**src/rtl/jacaranda_uart_pkg.sv**
```systemverilog
// Shared types and constants for the jacaranda UART.
// JACARANDA_UART_PARITY_EN adds the PARITY state (8E1 frames).
package jacaranda_uart_pkg;

  localparam int DATA_BITS = 8;

  localparam logic LINE_IDLE  = 1'b1;
  localparam logic LINE_START = 1'b0;
  localparam logic LINE_STOP  = 1'b1;

  typedef enum logic [2:0] {
    ST_IDLE,
    ST_START,
    ST_DATA,
`ifdef JACARANDA_UART_PARITY_EN
    ST_PARITY,
`endif
    ST_STOP
  } uart_tx_state_t;

endpackage

```
**src/rtl/jacaranda_sync_fifo.sv**
```systemverilog
// DEPTH x WIDTH synchronous FIFO with first-word-fall-through read.
// Full and empty are derived from the occupancy counter.
module jacaranda_sync_fifo #(
  parameter int DEPTH = 4,
  parameter int WIDTH = 8
) (
  input  logic                     clk,
  input  logic                     rst,
  input  logic                     push,
  input  logic [WIDTH-1:0]         push_data,
  input  logic                     pop,
  output logic [WIDTH-1:0]         pop_data,
  output logic                     full,
  output logic                     empty,
  output logic [$clog2(DEPTH):0]   level
);

  localparam int AW = $clog2(DEPTH);
  localparam logic [AW:0] FULL_LEVEL = DEPTH[AW:0];

  logic [WIDTH-1:0] mem [DEPTH];
  logic [AW-1:0]    wr_ptr_reg;
  logic [AW-1:0]    rd_ptr_reg;
  logic [AW:0]      level_reg;
  logic             push_ok;
  logic             pop_ok;

  assign full     = (level_reg == FULL_LEVEL);
  assign empty    = (level_reg == '0);
  assign level    = level_reg;
  assign push_ok  = push && !full;
  assign pop_ok   = pop && !empty;
  assign pop_data = mem[rd_ptr_reg];

  // Storage carries no reset so it maps onto plain RAM.
  always_ff @(posedge clk) begin
    if (push_ok) begin
      mem[wr_ptr_reg] <= push_data;
    end
  end

  always_ff @(posedge clk or posedge rst) begin
    if (rst) begin
      wr_ptr_reg <= '0;
      rd_ptr_reg <= '0;
      level_reg  <= '0;
    end else begin
      if (push_ok) wr_ptr_reg <= wr_ptr_reg + 1'b1;
      if (pop_ok)  rd_ptr_reg <= rd_ptr_reg + 1'b1;
      case ({push_ok, pop_ok})
        2'b10:   level_reg <= level_reg + 1'b1;
        2'b01:   level_reg <= level_reg - 1'b1;
        default: level_reg <= level_reg;
      endcase
    end
  end

endmodule

```
**src/rtl/jacaranda_uart_tx.sv**
```systemverilog
// Buffered UART transmitter: FIFO in front of an 8N1 serialiser.
// Define JACARANDA_UART_PARITY_EN for 8E1 (even parity) frames.
module jacaranda_uart_tx
  import jacaranda_uart_pkg::*;
#(
  parameter int CLK_DIV = 347,
  parameter int DEPTH   = 4
) (
  input  logic                   wb_clk_i,
  input  logic                   wb_rst_i,
  input  logic [7:0]             tx_data,
  input  logic                   tx_valid,
  output logic                   tx_ready,
  output logic                   tx_o,
  output logic                   busy,
  output logic [$clog2(DEPTH):0] fifo_level
);

  localparam logic [15:0] BAUD_LAST = 16'(CLK_DIV - 1);
  localparam logic [2:0]  BIT_LAST  = 3'(DATA_BITS - 1);

  uart_tx_state_t state_reg, state_next;
  logic [15:0]    baud_cnt_reg, baud_cnt_next;
  logic [2:0]     bit_idx_reg, bit_idx_next;
  logic [7:0]     shift_reg, shift_next;
  logic           tx_o_reg, tx_o_next;
  logic           parity_next;
  logic           baud_done;
  logic           pop_req;
  logic [7:0]     fifo_data;
  logic           fifo_full;
  logic           fifo_empty;

  jacaranda_sync_fifo #(
    .DEPTH (DEPTH),
    .WIDTH (8)
  ) u_fifo (
    .clk       (wb_clk_i),
    .rst       (wb_rst_i),
    .push      (tx_valid),
    .push_data (tx_data),
    .pop       (pop_req),
    .pop_data  (fifo_data),
    .full      (fifo_full),
    .empty     (fifo_empty),
    .level     (fifo_level)
  );

`ifdef JACARANDA_UART_PARITY_EN
  logic parity_reg;
`endif

  assign baud_done = (baud_cnt_reg == BAUD_LAST);
  assign tx_ready  = !fifo_full;
  assign tx_o      = tx_o_reg;
  assign busy      = (state_reg != ST_IDLE) || (fifo_level != '0);

  always_comb begin
    state_next    = state_reg;
    baud_cnt_next = baud_done ? 16'd0 : baud_cnt_reg + 16'd1;
    bit_idx_next  = bit_idx_reg;
    shift_next    = shift_reg;
    pop_req       = 1'b0;
    tx_o_next     = LINE_IDLE;
`ifdef JACARANDA_UART_PARITY_EN
    parity_next   = parity_reg;
`else
    parity_next   = 1'b0;
`endif

    case (state_reg)
      ST_IDLE: begin
        baud_cnt_next = 16'd0;
        if (!fifo_empty) begin
          pop_req     = 1'b1;
          shift_next  = fifo_data;
          parity_next = ^fifo_data;
          state_next  = ST_START;
        end
      end
      ST_START: begin
        if (baud_done) begin
          state_next   = ST_DATA;
          bit_idx_next = 3'd0;
        end
      end
      ST_DATA: begin
        if (baud_done) begin
          shift_next = shift_reg >> 1;
          if (bit_idx_reg == BIT_LAST) begin
`ifdef JACARANDA_UART_PARITY_EN
            state_next = ST_PARITY;
`else
            state_next = ST_STOP;
`endif
          end else begin
            bit_idx_next = bit_idx_reg + 3'd1;
          end
        end
      end
`ifdef JACARANDA_UART_PARITY_EN
      ST_PARITY: begin
        if (baud_done) state_next = ST_STOP;
      end
`endif
      ST_STOP: begin
        // Chain straight into the next start bit so queued frames abut.
        if (baud_done) begin
          if (!fifo_empty) begin
            pop_req       = 1'b1;
            shift_next    = fifo_data;
            parity_next   = ^fifo_data;
            baud_cnt_next = 16'd0;
            state_next    = ST_START;
          end else begin
            state_next = ST_IDLE;
          end
        end
      end
      default: state_next = ST_IDLE;
    endcase

    case (state_next)
      ST_START:  tx_o_next = LINE_START;
      ST_DATA:   tx_o_next = shift_next[0];
`ifdef JACARANDA_UART_PARITY_EN
      ST_PARITY: tx_o_next = parity_next;
`endif
      ST_STOP:   tx_o_next = LINE_STOP;
      default:   tx_o_next = LINE_IDLE;
    endcase
  end

  always_ff @(posedge wb_clk_i or posedge wb_rst_i) begin
    if (wb_rst_i) begin
      state_reg    <= ST_IDLE;
      baud_cnt_reg <= 16'd0;
      bit_idx_reg  <= 3'd0;
      shift_reg    <= 8'd0;
      tx_o_reg     <= LINE_IDLE;
    end else begin
      state_reg    <= state_next;
      baud_cnt_reg <= baud_cnt_next;
      bit_idx_reg  <= bit_idx_next;
      shift_reg    <= shift_next;
      tx_o_reg     <= tx_o_next;
    end
  end

`ifdef JACARANDA_UART_PARITY_EN
  always_ff @(posedge wb_clk_i or posedge wb_rst_i) begin
    if (wb_rst_i) parity_reg <= 1'b0;
    else          parity_reg <= parity_next;
  end
`else
  logic unused_parity;
  assign unused_parity = parity_next;
`endif

endmodule

```
**config.mk**
```make
export PLATFORM = sky130hd
export DESIGN_NAME = jacaranda_uart_tx
export DESIGN_NICKNAME = d
export VERILOG_FILES = /design/src/rtl/jacaranda_uart_pkg.sv /design/src/rtl/jacaranda_sync_fifo.sv /design/src/rtl/jacaranda_uart_tx.sv
export SDC_FILE = /design/constraint.sdc
export NUM_CORES = 1
export LEC_CHECK = 0
export BUFFER_PORTS_ARGS = -buffer_cell sky130_fd_sc_hd__buf_2
export CAP_MARGIN = 30
export CORE_ASPECT_RATIO = 1.75
export CORE_UTILIZATION = 45
export CTS_CLUSTER_SIZE = 25
export DETAILED_ROUTE_END_ITERATION = 12
export HOLD_SLACK_MARGIN = 0.06
export PLACE_DENSITY = 0.6
export REMOVE_ABC_BUFFERS = 1
export SLEW_MARGIN = 20
export SYNTH_ARGS = -nofsm -noshare
export SYNTH_HDL_FRONTEND = slang
export SYNTH_HIERARCHICAL = 1
export SYNTH_SLANG_ARGS = --single-unit
```
**constraint.sdc**
```tcl
create_clock -name wb_clk_i -period 5.7 [get_ports wb_clk_i]
set_input_delay 0.285 -clock wb_clk_i [delete_from_list [all_inputs] [get_ports wb_clk_i]]
set_output_delay 0.285 -clock wb_clk_i [all_outputs]
set_load 0.01 [all_outputs]
```
After elaboration in Yosys (flattened, before gate mapping). Memories as Yosys holds them, arrays and structs flattened. Cells that the tools add are included.

Bits in registers: 38. Bits of input ports: 11. Output and inout bits: 6. Memories kept: 1. Bits in writable memories: 32. Logic and storage cells: 70.

Memories: u_fifo.mem (words 4, width 8, read ports 1, clocked after Yosys merged registers in 0, wr ports 1, line jacaranda_sync_fifo.sv:21) `logic [WIDTH-1:0] mem [DEPTH];`.

Add/subtract/negate cells: 6. Equal/unequal tests: 14. Muxes and demuxes: 26. Reduce and logical (&&, ||, !) cells: 14.

Operators with widths (count): $mux W16 (3); $pmux W16 S2 (1); $mux W3 (8); $mux W8 (3); $pmux W8 S3 (1); $add A16 B1 Y16 const B (1); $eq A16 B9 Y1 const B (1); $pmux W3 S2 (2); $pmux W3 S4 (1); $eq A3 B2 Y1 const B (3); $reduce_bool A3 Y1 (3); $ne A2 B2 Y1 const B (4); $add A3 B1 Y3 const B (2); $eq A3 B1 Y1 const B (2); $eq A3 B3 Y1 const B (2); $logic_not A3 Y1 (2); $mux W1 (5); $add A2 B1 Y2 const B (2); $pmux W1 S2 (2); $reduce_and A4 Y1 (1); $reduce_bool A2 Y1 (2); $reduce_and A3 Y1 (1); $sub A3 B1 Y3 const B (1); $eq A2 B1 Y1 const B (1); 4 further kinds (6).

Logic depth before layout (Yosys ltp).
Word-level depth: 7. Depth in mapped cells: 13. Gate-level depth less buffers: 13.

Hierarchy. The synthesis kept the hierarchy.

Modules (own cells, without submodules): jacaranda_uart_tx (area an instance 1676.6 um^2, cells an instance 179, instances 1, seq. area each 777.0 um^2); jacaranda_sync_fifo (area an instance 1596.5 um^2, cells an instance 80, instances 1, seq. area each 1136.1 um^2).

Worst setup path after synthesis. OpenSTA, ideal clock, no wires.

Path type: reg-to-reg. Start point: reg baud_cnt_reg[0]. End point: reg u_fifo.level_reg[2] (netlist: u_fifo/level[2]). Buffers on the path: 0. Cell stages (with the launch flop): 14. Clock period less this slack: 3114 ps. Arrival: 3035 ps. Data required time: 5621 ps. Slack: 2586 ps. Cell sequence: dfrtp_1 > inv_1 > ha_1 > or4bb_1 > nor4_1 > a21oi_1 > nor3_1 > o31a_2 > ha_1 > inv_1 > fa_1 > xor2_1 > nor2_1 > xor2_1.

Word-level cells in the longest chain between the ends: 6. Elaborated cells on any way between the ends: 8. Classes of those cells: eq/ne (3); mux (3); reduce/logical (2).

Ends and longest elaborated chain: start, declared (line jacaranda_uart_tx.sv:23) `logic [15:0] baud_cnt_reg, baud_cnt_next;`; start signal, assigned (line jacaranda_uart_tx.sv:143) `baud_cnt_reg <= baud_cnt_next;`; $eq A16 B9 Y1 * (line jacaranda_uart_tx.sv:53) `assign baud_done = (baud_cnt_reg == BAUD_LAST);`; $mux W1 * (line jacaranda_uart_tx.sv:108) `if (baud_done) begin`; $pmux W1 S2 * (line jacaranda_uart_tx.sv:71) `case (state_reg)`; net pop_req (line jacaranda_uart_tx.sv:29) `logic pop_req;`; $logic_and A1 B1 Y1 * (line jacaranda_sync_fifo.sv:32) `assign pop_ok = pop && !empty;`; net u_fifo.pop_ok (line jacaranda_sync_fifo.sv:26) `logic pop_ok;`; $eq A2 B1 Y1 / $eq A2 B2 Y1 (equally long branches) (line jacaranda_sync_fifo.sv:50) `case ({push_ok, pop_ok})`; $pmux W3 S2 / $reduce_bool A2 Y1 (equally long branches); end signal, assigned (line jacaranda_sync_fifo.sv:51) `2'b10: level_reg <= level_reg + 1'b1;`; end signal, assigned (line jacaranda_sync_fifo.sv:52) `2'b01: level_reg <= level_reg - 1'b1;`; end signal, assigned (line jacaranda_sync_fifo.sv:53) `default: level_reg <= level_reg;`; end, declared (line jacaranda_sync_fifo.sv:24) `logic [AW:0] level_reg;`.

Mark *: on every way through the listed nets, which the timed path passes. The rest lies on a longest branch. A chain may end at the register's enable or synchronous reset.

Worst setup path after layout. Ends and elaborated chain as after synthesis.

==> summary.txt <==
Power
  • PD cells: 460.1 nW/um2
  • Leak Pwr: 0.001527 uW
  • Worst ir drop on vdd: 0.0002931 V

Synth
  • Sequential fraction of the synthesis area: 0.5845
  • Largest area contributor in the netlist: edfxtp_1
  • Synth async-reset ratio: 0.5429
  • Syn avg cell area: 12.64 um2
  • Area share of the largest cell type after synthesis: 0.2936
  • Post-synth cell types: 42
  • Post-synth EDFFs: 32
  • Cell Area, Synth: 3273 um2
  • Cell count after synthesis: 259
  • Top cells by area, synth: edfxtp_1 29%, dfrtp_1 28%, mux4_2 5.5%
  • Synth Flop Type: dfrtp_1
  • Synth warn: 6
  • Yosys reg bits: 70

Final layout
  • Fillers: 579
  • Fin cells: 369
  • # diodes: 0
  • P&R area growth vs syn: 14.56%
  • Share of post-route cells with drive strength above 1: 0.1965
  • Final net count: 301
  • Number of flip-flops in the largest register: 32

Setup path
  • CP startpoint kind: flop
  • Critical path class: flop to flop
  • Nature of the critical path endpoint: flop
  • Req. time, crit path: 5960 ps
  • Worst-path fanout max: 7
  • Crit path DAT: 3740 ps

Placed design
  • Cell count after placement: 352
  • GP Congestion: 0.7841
  • Worst slack at placement: 2219 ps
  • HPWL reported at the end of detailed placement: 4143 um
  • Port buffer count: 16

Timing
  • Unrepaired setup endpoints after global routing: false
  • Final worst path period share: 0.6113
  • Hold_ws: 160.4 ps
  • Final setup viols: 0
  • Final hold violations: 0
  • Worst slew pin tran: 712.3 ps
  • Fmax: 287.0 MHz
  • Setup TNS Final: 0 ps
  • Setup ws final: 2216 ps
  • Fin crit period: 3484 ps
  • Pins over their slew limit: 0
  • Worst Skew: 5.284 ps
  • Max_slew headroom: 0.5215

Detailed routing
  • WL final: 5811 um
  • Drt wl/cell: 15.75 um
  • ANT nets after route: 0
  • DRC viols: 0
  • Starting DRT DRC Count: 76
  • Vias per inst: 5.453
  • Vias: 2012
  • Iteration count of the initial detailed-routing pass: 4

Floorplanning
  • Row cnt: 40
  • I/O pin count: 17
  • Initial Util: 0.4705
  • Die Height: 114.8 um
  • Die area: 7632 um2
  • Die X: 66.47 um
  • Core ar.: 6957 um2

Clock tree
  • CTS Sinks: 70
  • H-tree depth: 3
  • Clk slew on worst S/H paths: 50 ps
  • Cts repair resizes: 0
  • CTS Buf Count: 9
  • Clock Latency Late Sink: 330 ps
  • Root buf cell: clkbuf_16
  • Clock buffer depth: 2
  • CTS tree: done

Run
  • Max cap viols: 0

Worst hold path
  • Hold WC Path Type: primary input to flop

Global route
  • Initial antenna violation count: 0
  • Total track usage: 0.1798
  • Global-route wire length before repair: 9639 um
  • GRT overflow: 0
  • Vias in the first global route: 2077
  • Largest net degree at the start of global routing: 32

Status
  • Outcome: complete, no violations
-- where the power goes --
group          switching (uW)  internal (uW)  total, uW
sequential                111            650        760
clock                     203            379        582
combinational             187            196        383
total                     500           1230       1730
-- critical path, cell delays in order (launching register included) --
cell     delay, ps
dfrtp_1        420
inv_1           70
ha_1           150
or4bb_1        490
nor4_1         530
a21oi_1        320
nor3_1         210
o31a_2         210
ha_1           180
inv_1           60
fa_1           370
xor2_1         150
nor2_1         110
xor2_1         160
-- what timing repair did --
item / 4_1_cts / 5_1_grt
hold buffers: 1 / 0
setup buffers: 0 / 0
endpoints found under the setup margin: 0 / 0
endpoints found under the hold margin: 37 / 0
-- path summary, 6_finish.rpt --
path,startpoint,to,slack [ps],cells past startpoint
min in group asynchronous,wb_rst_i,u_fifo/level[0],450,3
max in group asynchronous,wb_rst_i,tx_o,4790,4
min reg2reg,shift_reg[2],shift_reg[1],510,1
max reg2reg,baud_cnt_reg[0],u_fifo/level[2],2220,13
min,tx_data[6],u_fifo/mem[0][6],160,1
max,baud_cnt_reg[0],u_fifo/level[2],2220,13
-- cell usage in the layout, fill, tap and decap left out, types with 2 or more instances in the layout --
master,instances
and2_2,4
or3_1,5
a221o_1,7
nand2_1,16
nand3b_1,2
a21oi_1,9
bufinv_16,2
xnor2_1,8
or4b_2,3
clkinv_2,2
or4b_1,2
edfxtp_1,32
nand4_1,3
or4bb_1,2
clkbuf_16,9
clkinvlp_4,2
nor2_1,29
or4_1,2
o21ai_0,8
dfrtp_1,37
and3_1,3
nor4_1,3
ha_1,9
nor3_1,7
mux2i_1,7
xor2_1,9
buf_2,16
mux4_2,8
inv_1,16
nand3_1,6
-- final cells by class --
type	count	area (um2)	area share
clock inverter	7	88.84	0.02369
sequential	70	1913	0.5102
multi-input combinational	165	1260	0.3360
tap	84	105.1	0.02803
inverter	16	60.06	0.01602
clock buffer	9	225.2	0.06006
timing repair buffer	18	97.59	0.02603
-- cell usage after synthesis (all sizes together) (8+ instances only) --
master   n
nor2    29
mux4     8
a21oi    9
nand2   16
edfxtp  32
inv     16
o21ai    8
xnor2    8
ha       9
xor2     9
dfrtp   37
-- layer usage --
layer	track usage	routed length [um]	vias up
met4	0.1262	204	0
li1	-	-	979
met3	0.03869	108	15
met2	0.3231	3285	20
met5	0	0	-
met1	0.1767	2213	998
-- per-stage QoR --
stage,cell area (um2),util,total power [uW]
final,3750,0.5390,1725
after global routing,3750,0.5390,1818
after CTS,3750,0.5390,1745
after detailed placement,3426,0.4924,1157
after global placement,3426,0.4924,1154
after floorplan,3233,-,1041
-- logic make-up after synthesis --
kind of cell / Yosys count / share of synthesized area
other: 1 / 0.001146
buffers and inverters: 24 / 0.03058
adders and majority gates: 10 / 0.04052
xor gates and xnor gates: 17 / 0.04549
DFF: 70 / 0.5845
muxes: 17 / 0.08448
AOI/OAI and AO/OA: 27 / 0.05581
and+or+nand+nor: 93 / 0.1575
Power figures use the tool's default switching activity.
